File: config.mk
export PLATFORM = sky130hd
export DESIGN_NAME = fetch_unit_flat
export DESIGN_NICKNAME = d
export VERILOG_FILES = /design/src/rtl/cpu_pkg.sv /design/src/rtl/fetch_unit_if.sv /design/src/rtl/prog_mem16x8.sv /design/src/rtl/fetch_unit.sv /design/src/flat_wrapper.sv
export SDC_FILE = /design/constraint.sdc
export NUM_CORES = 1
export LEC_CHECK = 0
export ABC_AREA = 1
export CORE_MARGIN = 1
export CORE_UTILIZATION = 50
export DETAILED_ROUTE_END_ITERATION = 16
export PLACE_DENSITY = 0.69
export SETUP_SLACK_MARGIN = 0.4
export SKIP_CTS_REPAIR_TIMING = 1
export SLEW_MARGIN = 20
export SYNTH_ARGS = -nofsm -noshare
export SYNTH_HDL_FRONTEND = slang
export SYNTH_HIERARCHICAL = 1
export SYNTH_SLANG_ARGS = --single-unit
File: constraint.sdc
create_clock -name clock -period 1.9 [get_ports clock]
set_input_delay 0.285 -clock clock [delete_from_list [all_inputs] [get_ports clock]]
set_output_delay 0.285 -clock clock [all_outputs]
set_load 0.02 [all_outputs]
File: src/rtl/cpu_pkg.sv
// Shared definitions for the 2-stage CPU: opcodes, bubble instruction, fetch FSM
// states and instruction field helpers.
package cpu_pkg;

  // Bubble instruction. It loads no register in alu_ctrl, and as a side effect
  // the ALU clears cflag.
  localparam logic [7:0] NOP_INSTR = 8'hC0;

  // Jump opcodes, found in instruction bits [7:4]
  localparam logic [3:0] OP_JMP = 4'hF;
  localparam logic [3:0] OP_JNC = 4'hE;

  typedef enum logic [1:0] {
    StIdle = 2'd0,
    StRun  = 2'd1,
    StHold = 2'd2
  } fetch_state_e;

  // Opcode field of an instruction word
  function automatic logic [3:0] instr_op(input logic [7:0] instr);
    return instr[7:4];
  endfunction

  // Immediate / jump-target field of an instruction word
  function automatic logic [3:0] instr_imm(input logic [7:0] instr);
    return instr[3:0];
  endfunction

endpackage

File: src/rtl/fetch_unit_if.sv
// Fetch-to-execute bus. The fetch stage (master) drives the instruction, PC and
// halt indication; the execute stage (slave) returns its registered carry.
interface fetch_unit_if;
  logic [7:0] D_BUS;
  logic [3:0] pc_out;
  logic       halted;
  logic       cflag;

  modport master (
    output D_BUS,
    output pc_out,
    output halted,
    input  cflag
  );

  modport slave (
    input  D_BUS,
    input  pc_out,
    input  halted,
    output cflag
  );
endinterface

File: src/rtl/prog_mem16x8.sv
// 16x8 program memory with one write port. The array is read combinationally and
// the fetch stage registers the word into IR, which makes the fetch a synchronous
// read. A write and a fetch of the same address on one edge return the old word.
module prog_mem16x8 (
  input  logic       clock,
  input  logic       we_i,
  input  logic [3:0] waddr_i,
  input  logic [7:0] wdata_i,
  input  logic [3:0] raddr_i,
  output logic [7:0] rdata_o
);

  logic [7:0] mem_q [16];

  // Program load; contents are deliberately not reset
  always_ff @(posedge clock) begin
    if (we_i) begin
      mem_q[waddr_i] <= wdata_i;
    end
  end

  assign rdata_o = mem_q[raddr_i];

endmodule

File: src/rtl/fetch_unit.sv
// Instruction-fetch stage: program memory, PC, IR and the IDLE/RUN/HOLD control.
// Resolves JMP/JNC against the ALU carry, flushes a wrong-path fetch with a
// bubble, and preserves the carry across a stall.
module fetch_unit
  import cpu_pkg::*;
(
  input  logic                clock,
  input  logic                reset,
  input  logic                run,
  input  logic                prog_we,
  input  logic [3:0]          prog_addr,
  input  logic [7:0]          prog_data,
  fetch_unit_if.master        bus
);

  fetch_state_e state_q, state_d;
  logic [3:0]   pc_q, pc_d;
  logic [7:0]   ir_q, ir_d;
  logic [3:0]   ir_pc_q, ir_pc_d;
  logic         saved_c_q, saved_c_d;
  logic         use_saved_q, use_saved_d;
  logic         hold_first_q, hold_first_d;

  logic [3:0]   mem_raddr;
  logic [7:0]   mem_rdata;
  logic         eff_c;
  logic         taken;

  // IDLE always fetches address 0; otherwise the PC addresses the next fetch
  assign mem_raddr = (state_q == StIdle) ? 4'd0 : pc_q;

  prog_mem16x8 u_prog_mem (
    .clock   (clock),
    .we_i    (prog_we),
    .waddr_i (prog_addr),
    .wdata_i (prog_data),
    .raddr_i (mem_raddr),
    .rdata_o (mem_rdata)
  );

  // After a resume the live cflag reflects the stall bubbles, so the first
  // resumed instruction uses the carry captured on entry to HOLD.
  assign eff_c = use_saved_q ? saved_c_q : bus.cflag;
  assign taken = (instr_op(ir_q) == OP_JMP) ||
                 ((instr_op(ir_q) == OP_JNC) && !eff_c);

  // Next-state logic for PC, IR and the fetch FSM
  always_comb begin
    state_d      = state_q;
    pc_d         = pc_q;
    ir_d         = ir_q;
    ir_pc_d      = ir_pc_q;
    saved_c_d    = saved_c_q;
    use_saved_d  = use_saved_q;
    hold_first_d = hold_first_q;

    unique case (state_q)
      StIdle: begin
        if (run) begin
          ir_d    = mem_rdata;
          ir_pc_d = 4'd0;
          pc_d    = 4'd1;
          state_d = StRun;
        end
      end

      StRun: begin
        if (taken) begin
          // Discard the sequential fetch; the bubble costs one cycle
          pc_d = instr_imm(ir_q);
          ir_d = NOP_INSTR;
        end else begin
          ir_d    = mem_rdata;
          ir_pc_d = pc_q;
          pc_d    = pc_q + 4'd1;
        end
        use_saved_d = 1'b0;
        if (!run) begin
          state_d      = StHold;
          hold_first_d = 1'b1;
        end
      end

      StHold: begin
        // First HOLD edge: cflag is still the result of the last real instruction
        if (hold_first_q) begin
          saved_c_d    = bus.cflag;
          hold_first_d = 1'b0;
        end
        if (run) begin
          state_d     = StRun;
          use_saved_d = 1'b1;
        end
      end

      default: begin
        state_d = StIdle;
      end
    endcase
  end

  // State registers with asynchronous active-low reset
  always_ff @(posedge clock or negedge reset) begin
    if (!reset) begin
      state_q      <= StIdle;
      pc_q         <= 4'd0;
      ir_q         <= NOP_INSTR;
      ir_pc_q      <= 4'd0;
      saved_c_q    <= 1'b0;
      use_saved_q  <= 1'b0;
      hold_first_q <= 1'b0;
    end else begin
      state_q      <= state_d;
      pc_q         <= pc_d;
      ir_q         <= ir_d;
      ir_pc_q      <= ir_pc_d;
      saved_c_q    <= saved_c_d;
      use_saved_q  <= use_saved_d;
      hold_first_q <= hold_first_d;
    end
  end

  // Only RUN presents the IR to execute; IDLE and HOLD present bubbles
  assign bus.D_BUS  = (state_q == StRun) ? ir_q : NOP_INSTR;
  assign bus.pc_out = pc_q;
  assign bus.halted = (state_q == StRun) && (instr_op(ir_q) == OP_JMP) &&
                      (instr_imm(ir_q) == ir_pc_q);

endmodule

File: src/flat_wrapper.sv
// flat-port wrapper written by rule: the top's interface ports become plain ports
module fetch_unit_flat import cpu_pkg::*;
  (clock, reset, run, prog_we, prog_addr, prog_data, bus_D_BUS, bus_pc_out, bus_halted, bus_cflag);
  fetch_unit_if bus_i ();
  input  logic clock;
  input  logic reset;
  input  logic run;
  input  logic prog_we;
  input  logic [3:0] prog_addr;
  input  logic [7:0] prog_data;
  output wire logic [$bits(bus_i.D_BUS)-1:0] bus_D_BUS;
  output wire logic [$bits(bus_i.pc_out)-1:0] bus_pc_out;
  output wire logic [$bits(bus_i.halted)-1:0] bus_halted;
  input wire logic [$bits(bus_i.cflag)-1:0] bus_cflag;
  assign bus_D_BUS = bus_i.D_BUS;
  assign bus_pc_out = bus_i.pc_out;
  assign bus_halted = bus_i.halted;
  assign bus_i.cflag = bus_cflag;
  fetch_unit u_core (.clock(clock), .reset(reset), .run(run), .prog_we(prog_we), .prog_addr(prog_addr), .prog_data(prog_data), .bus(bus_i));
endmodule
Word-level counts from Yosys, hierarchy flattened:

Memories as Yosys holds them, arrays and structs flattened.
Cells that the tools add are included.
W data, S select, Z words.

* bits in registers: 21
* latch bits: 0
* bits in writable memories: 128
* bits in read-only memories: 0
* input bits: 17
* output and inout bits: 13
* word-level logic and storage cells: 55
* memories: 1

* add/subtract/negate cells: 1
* multiply operators: 0
* divide/modulo/power cells: 0
* order comparisons: 0
* eq/ne operators: 10
* shift-type cells: 0
* multiplexer cells: 21
* bitwise operators: 0
* reduce and logical (&&, ||, !) cells: 15

Memories
* u_core.u_prog_mem.mem_q: depth 16, width 8, rd ports 1, clocked after memory_dff 0, write ports 1, RTL line prog_mem16x8.sv:13 `logic [7:0] mem_q [16];`

Operators by type and width (number)
* $mux W8: 3
* $mux W4: 5
* $pmux W4 S2: 2
* $pmux W8 S2: 1
* $reduce_and A2 Y1: 5
* $eq A4 B4 Y1 const B: 2
* $ne A2 B2 Y1 const B: 4
* $mux W1: 5
* $add A4 B1 Y4 const B: 1
* $eq A4 B4 Y1: 1
* $mux W2: 2
* $pmux W1 S2: 2
* $pmux W2 S2: 1
* $reduce_bool A2 Y1: 2
* $logic_and A1 B1 Y1: 3
* $reduce_and A3 Y1: 1
* $eq A2 B1 Y1 const B: 1
* $eq A2 B2 Y1 const B: 1
* $logic_not A2 Y1: 1
* $ne A2 B1 Y1 const B: 1
* $reduce_or A2 Y1: 1
* $logic_not A1 Y1: 1
* $logic_or A1 B1 Y1: 1

Longest topological paths before layout:

Gate-level depths: netlist of the first run.

* word-level depth: 6
* depth in mapped cells: 14

Modules after synthesis:

Netlist of the first run, hierarchy kept.

Modules (own cells, without submodules)
* prog_mem16x8: times used 1, cells each 543, area an instance 5606.6 sq um, seq. area each 3843.7 sq um
* fetch_unit: times used 1, cells each 145, area an instance 1118.6 sq um, seq. area each 528.0 sq um

Least setup slack after synthesis of the first run:

No wires, ideal clock.

* path kind: reg2out
* start: reg u_core.state_q[1]
* end: out bus_halted
* arrival time: 1.464 ns
* required time: 1.615 ns
* path slack: 0.151 ns
* stages on the path, launching flop included: 6
* buffers on the path: 0
* cell sequence: dfrtp_1 -> nor2_4 -> inv_2 -> nor2_1 -> nand4_1 -> nor2_1

* longest elaborated chain between the ends: 3

Ends and longest elaborated chain
* start: declaration: RTL line fetch_unit.sv:16 `fetch_state_e state_q, state_d;`
* start signal: assignment: RTL line fetch_unit.sv:105 `state_q <= StIdle;`
* start signal: assignment: RTL line fetch_unit.sv:113 `state_q <= state_d;`
* $eq A2 B1 Y1: RTL line fetch_unit.sv:126 `assign bus.halted = (state_q == StRun) && (instr_op(ir_q) == OP_JMP) &&`
* $logic_and A1 B1 Y1 (2 in a row): RTL line fetch_unit.sv:126
* end: declaration: RTL line flat_wrapper.sv:13 `output wire logic [$bits(bus_i.halted)-1:0] bus_halted;`

Every way passes these cells.

Worst setup path after layout of the first run:

Same ends and word-level chain as after synthesis.

==> flow_summary_export.csv, run 1 <==
group,metric,value,unit
outcome,outcome,"finished, final reports clean",
worst_setup_path,worstPathRequired,1620,ps
detailed_routing,drcViolationCount,0,
clock_network,clkLatencyLatePin,430,ps
grt,track_usage,22.9,%
detailed_routing,wirelength,16.2,mm
worst_setup_path,crit_fanout,3,
layout,area_delta_synth_final,27.7,%
grt,antenna_found_initial,0,
timing,timing.fmax,0.556,GHz
power,powerDensity,1230,nW/um^2
worst_setup_path,start_kind,"flop",
layout,nets,779,
timing,layout_min_cycle_time,1800,ps
timing,maxSlewViolCount,0,
die,rows,42,
worst_setup_path,path_cells,"nor2_4, inv_2, nor2_4, nand4_1, nor2_4, buf_6",
clock_network,cts_root_buf,"clkbuf_16",
yosys,yosysUniqueCellTypes,25,
yosys,syn_nets,706,
detailed_routing,dr_total_vias,4999,
worst_setup_path,cp_slowest_stage_delay,450,ps
timing,clock-skew-final,7.56,ps
timing,fin_setup_tns,0,ps
layout,fin_cells,950,
worst_hold_path,hold_class,"in -> async",
placed_design,port_buffers,29,
yosys,synth-seq-area-share,65.0,%
layout,mostFrequentLayoutCell,"nand2_1",
yosys,syn_inst,688,
timing,hold_viol,0,
grt,grt.met1_usage,30.3,%
grt,gr-total-overflow,0,
die,die-area,13900,sq um
detailed_routing,avgViaCountPerCell,5.26,
timing,slew_headroom,55.6,%
yosys,synth_seq_cells,149,
die,ios,30,
worst_setup_path,arrival,1510,ps
clock_network,htree_num_levels,4,
detailed_routing,wl_per_cell,17.1,um
layout,drive_above_1_share,20.8,%
power,vdd_drop_max,0.598,mV
worst_setup_path,critPathKind,"reg -> out",
grt,use_met2,36.3,%
clock_network,cts_tree,"yes",
grt,first_global_vias,4700,
layout,diodes,0,
yosys,syn_area_per_cell,9.78,sq um
clock_network,cts_max_path_buffers,2,
die,fp.dieW,118,um
timing,fin_crit_sh,94.7,%
power,p_leak,0.00381,uW
placed_design,place_congestion,0.854,
timing,finalSetupViolCount,0,
die,core_area,13200,sq um
die,die_h,118,um
detailed_routing,drt-pass1-iter-count,5,
clock_network,cts.clk_slew.worst_paths,60,ps
worst_setup_path,worst_path_max_delay_cell,"dfrtp_2",
worst_setup_path,cpMostUsedCell,"nor2_4",
flow_run,cap_violations,0,
layout,nFillCells,962,
detailed_routing,antenna_left,0,
layout,final_cell_mix,"nand2_1 (204), edfxtp_1 (128), inv_1 (121)",
grt,use_met3,5.23,%
timing,worst_pin_slew,664,ps
placed_design,dp_hpwl,9.91,mm
clock_network,numCtsBuffers,17,
clock_network,cts.sinks,149,
die,initial_core_util,51.0,%
grt,grt_pass1_wl,24.0,mm
yosys,yosysWarnings,6,
placed_design,place_inst,908,
detailed_routing,drt_iter0_drc,429,
grt,grt_max_degree,30,
yosys,syn_area,6730,sq um
worst_setup_path,endpoint_kind,"output port",
timing,rsz0062_at_grt,"true",
grt,busiest_layer,"met2",
## worst max-delay path, delay by kind of cell (launching register included)
kind,cells,cell delay [ps]
flip-flops,1,450
AND/OR/NAND/NOR,4,470
buffers and inverters,2,180
## cells in the mapped netlist, drive strengths merged
cell    number  area (sq um)
inv        127           477
nand3      121           611
dfrtp       19           475
edfxtp     128          3840
nand4        4          25.0
or2          2          12.5
nand2      209           787
nand3b       2          15.0
buf         26           183
ha           1          12.5
xnor2        3          26.3
dfstp        2          52.6
o21ai        8          40.0
xor2         1          8.76
a21oi        3          26.3
nor2        32           130
## path summary, 6_finish.rpt
path / cells after the start / slack [ps] / startpoint / end
setup reg to reg: 12 / 110 / u_core/bus.pc_out[1] / u_core/ir_q[7]
max in group asynchronous: 2 / 1420 / reset / u_core/ir_q[6]
hold reg to reg: 2 / 500 / u_core/saved_c_q / u_core/saved_c_q
min in group clock: 3 / 460 / bus_cflag / u_core/saved_c_q
hold / removal: 2 / 200 / reset / u_core/ir_pc_q[1]
setup / recovery: 6 / 100 / u_core/state_q[1] / bus_halted
## metal layers
layer,routed length [um],vias up
met5,0,-
li1,-,2358
met4,393,0
met1,6540,2370
met2,8080,235
met3,1200,36
## cells by family after synthesis
family / Yosys count / synth area share (%)
AND/OR/NAND/NOR: 370 / 23.5
buffers and inverters: 153 / 9.80
flip-flops: 149 / 65.0
AO/OA/AOI/OAI: 11 / 0.986
XOR/XNOR: 4 / 0.521
adder cells (fa/ha/maj): 1 / 0.186
## cell type report
class	instances	area, sq um	share of cell area (%)
Sequential cell	149	4380	50.9
Multi-Input combinational cell	386	1970	23.0
Timing Repair Buffer	79	900	10.5
Inverter	127	494	5.75
Clock buffer	19	433	5.04
Tap cell	176	220	2.56
Clock inverter	13	181	2.11
Timing Repair inverter	1	11.3	0.131
## sequential cells by signal, summed over array words and instances, names as in the netlist
| register | flops |
|---|---|
| u_core/state_q | 2 |
| u_core/u_prog_mem/mem_q | 128 |
| u_core/ir_pc_q | 4 |
| u_core/bus.pc_out | 4 |
| u_core/hold_first_q | 1 |
| u_core/ir_q | 8 |
| u_core/use_saved_q | 1 |
| u_core/saved_c_q | 1 |
## where the power goes
group | switching, uW | internal, uW
clock | 1300 | 2190
sequential | 143 | 3800
combinational | 1880 | 1240
## through the flow
step / total power, uW / hold WS, ps / utilization, % / area, sq um / setup WS [ps]
after floorplan: 5620 / -10.6 / - / 6760 / 392
after CTS: 9970 / 213 / 61.3 / 8090 / -396
final: 10600 / 202 / 65.1 / 8590 / 101
after detailed placement: 6510 / 495 / 56.6 / 7470 / 65.8
after global placement: 6440 / 468 / 56.6 / 7470 / 81.5
after global routing: 11000 / 246 / 65.1 / 8590 / 29.3
(Power assumes the default switching activity.)
==> run 2: changes to the inputs <==
CAP_MARGIN = 20   (was not set)
HOLD_SLACK_MARGIN = 0.05   (was not set)
==> results of run 2 <==
Same layout as run 1: the final DEF is identical, and so are final timing and power.
==> run 3: changes to the inputs <==
CORE_MARGIN = not set   (was 1)
==> results of run 3 <==
Same layout as run 1: the final DEF is identical, and so are final timing and power.
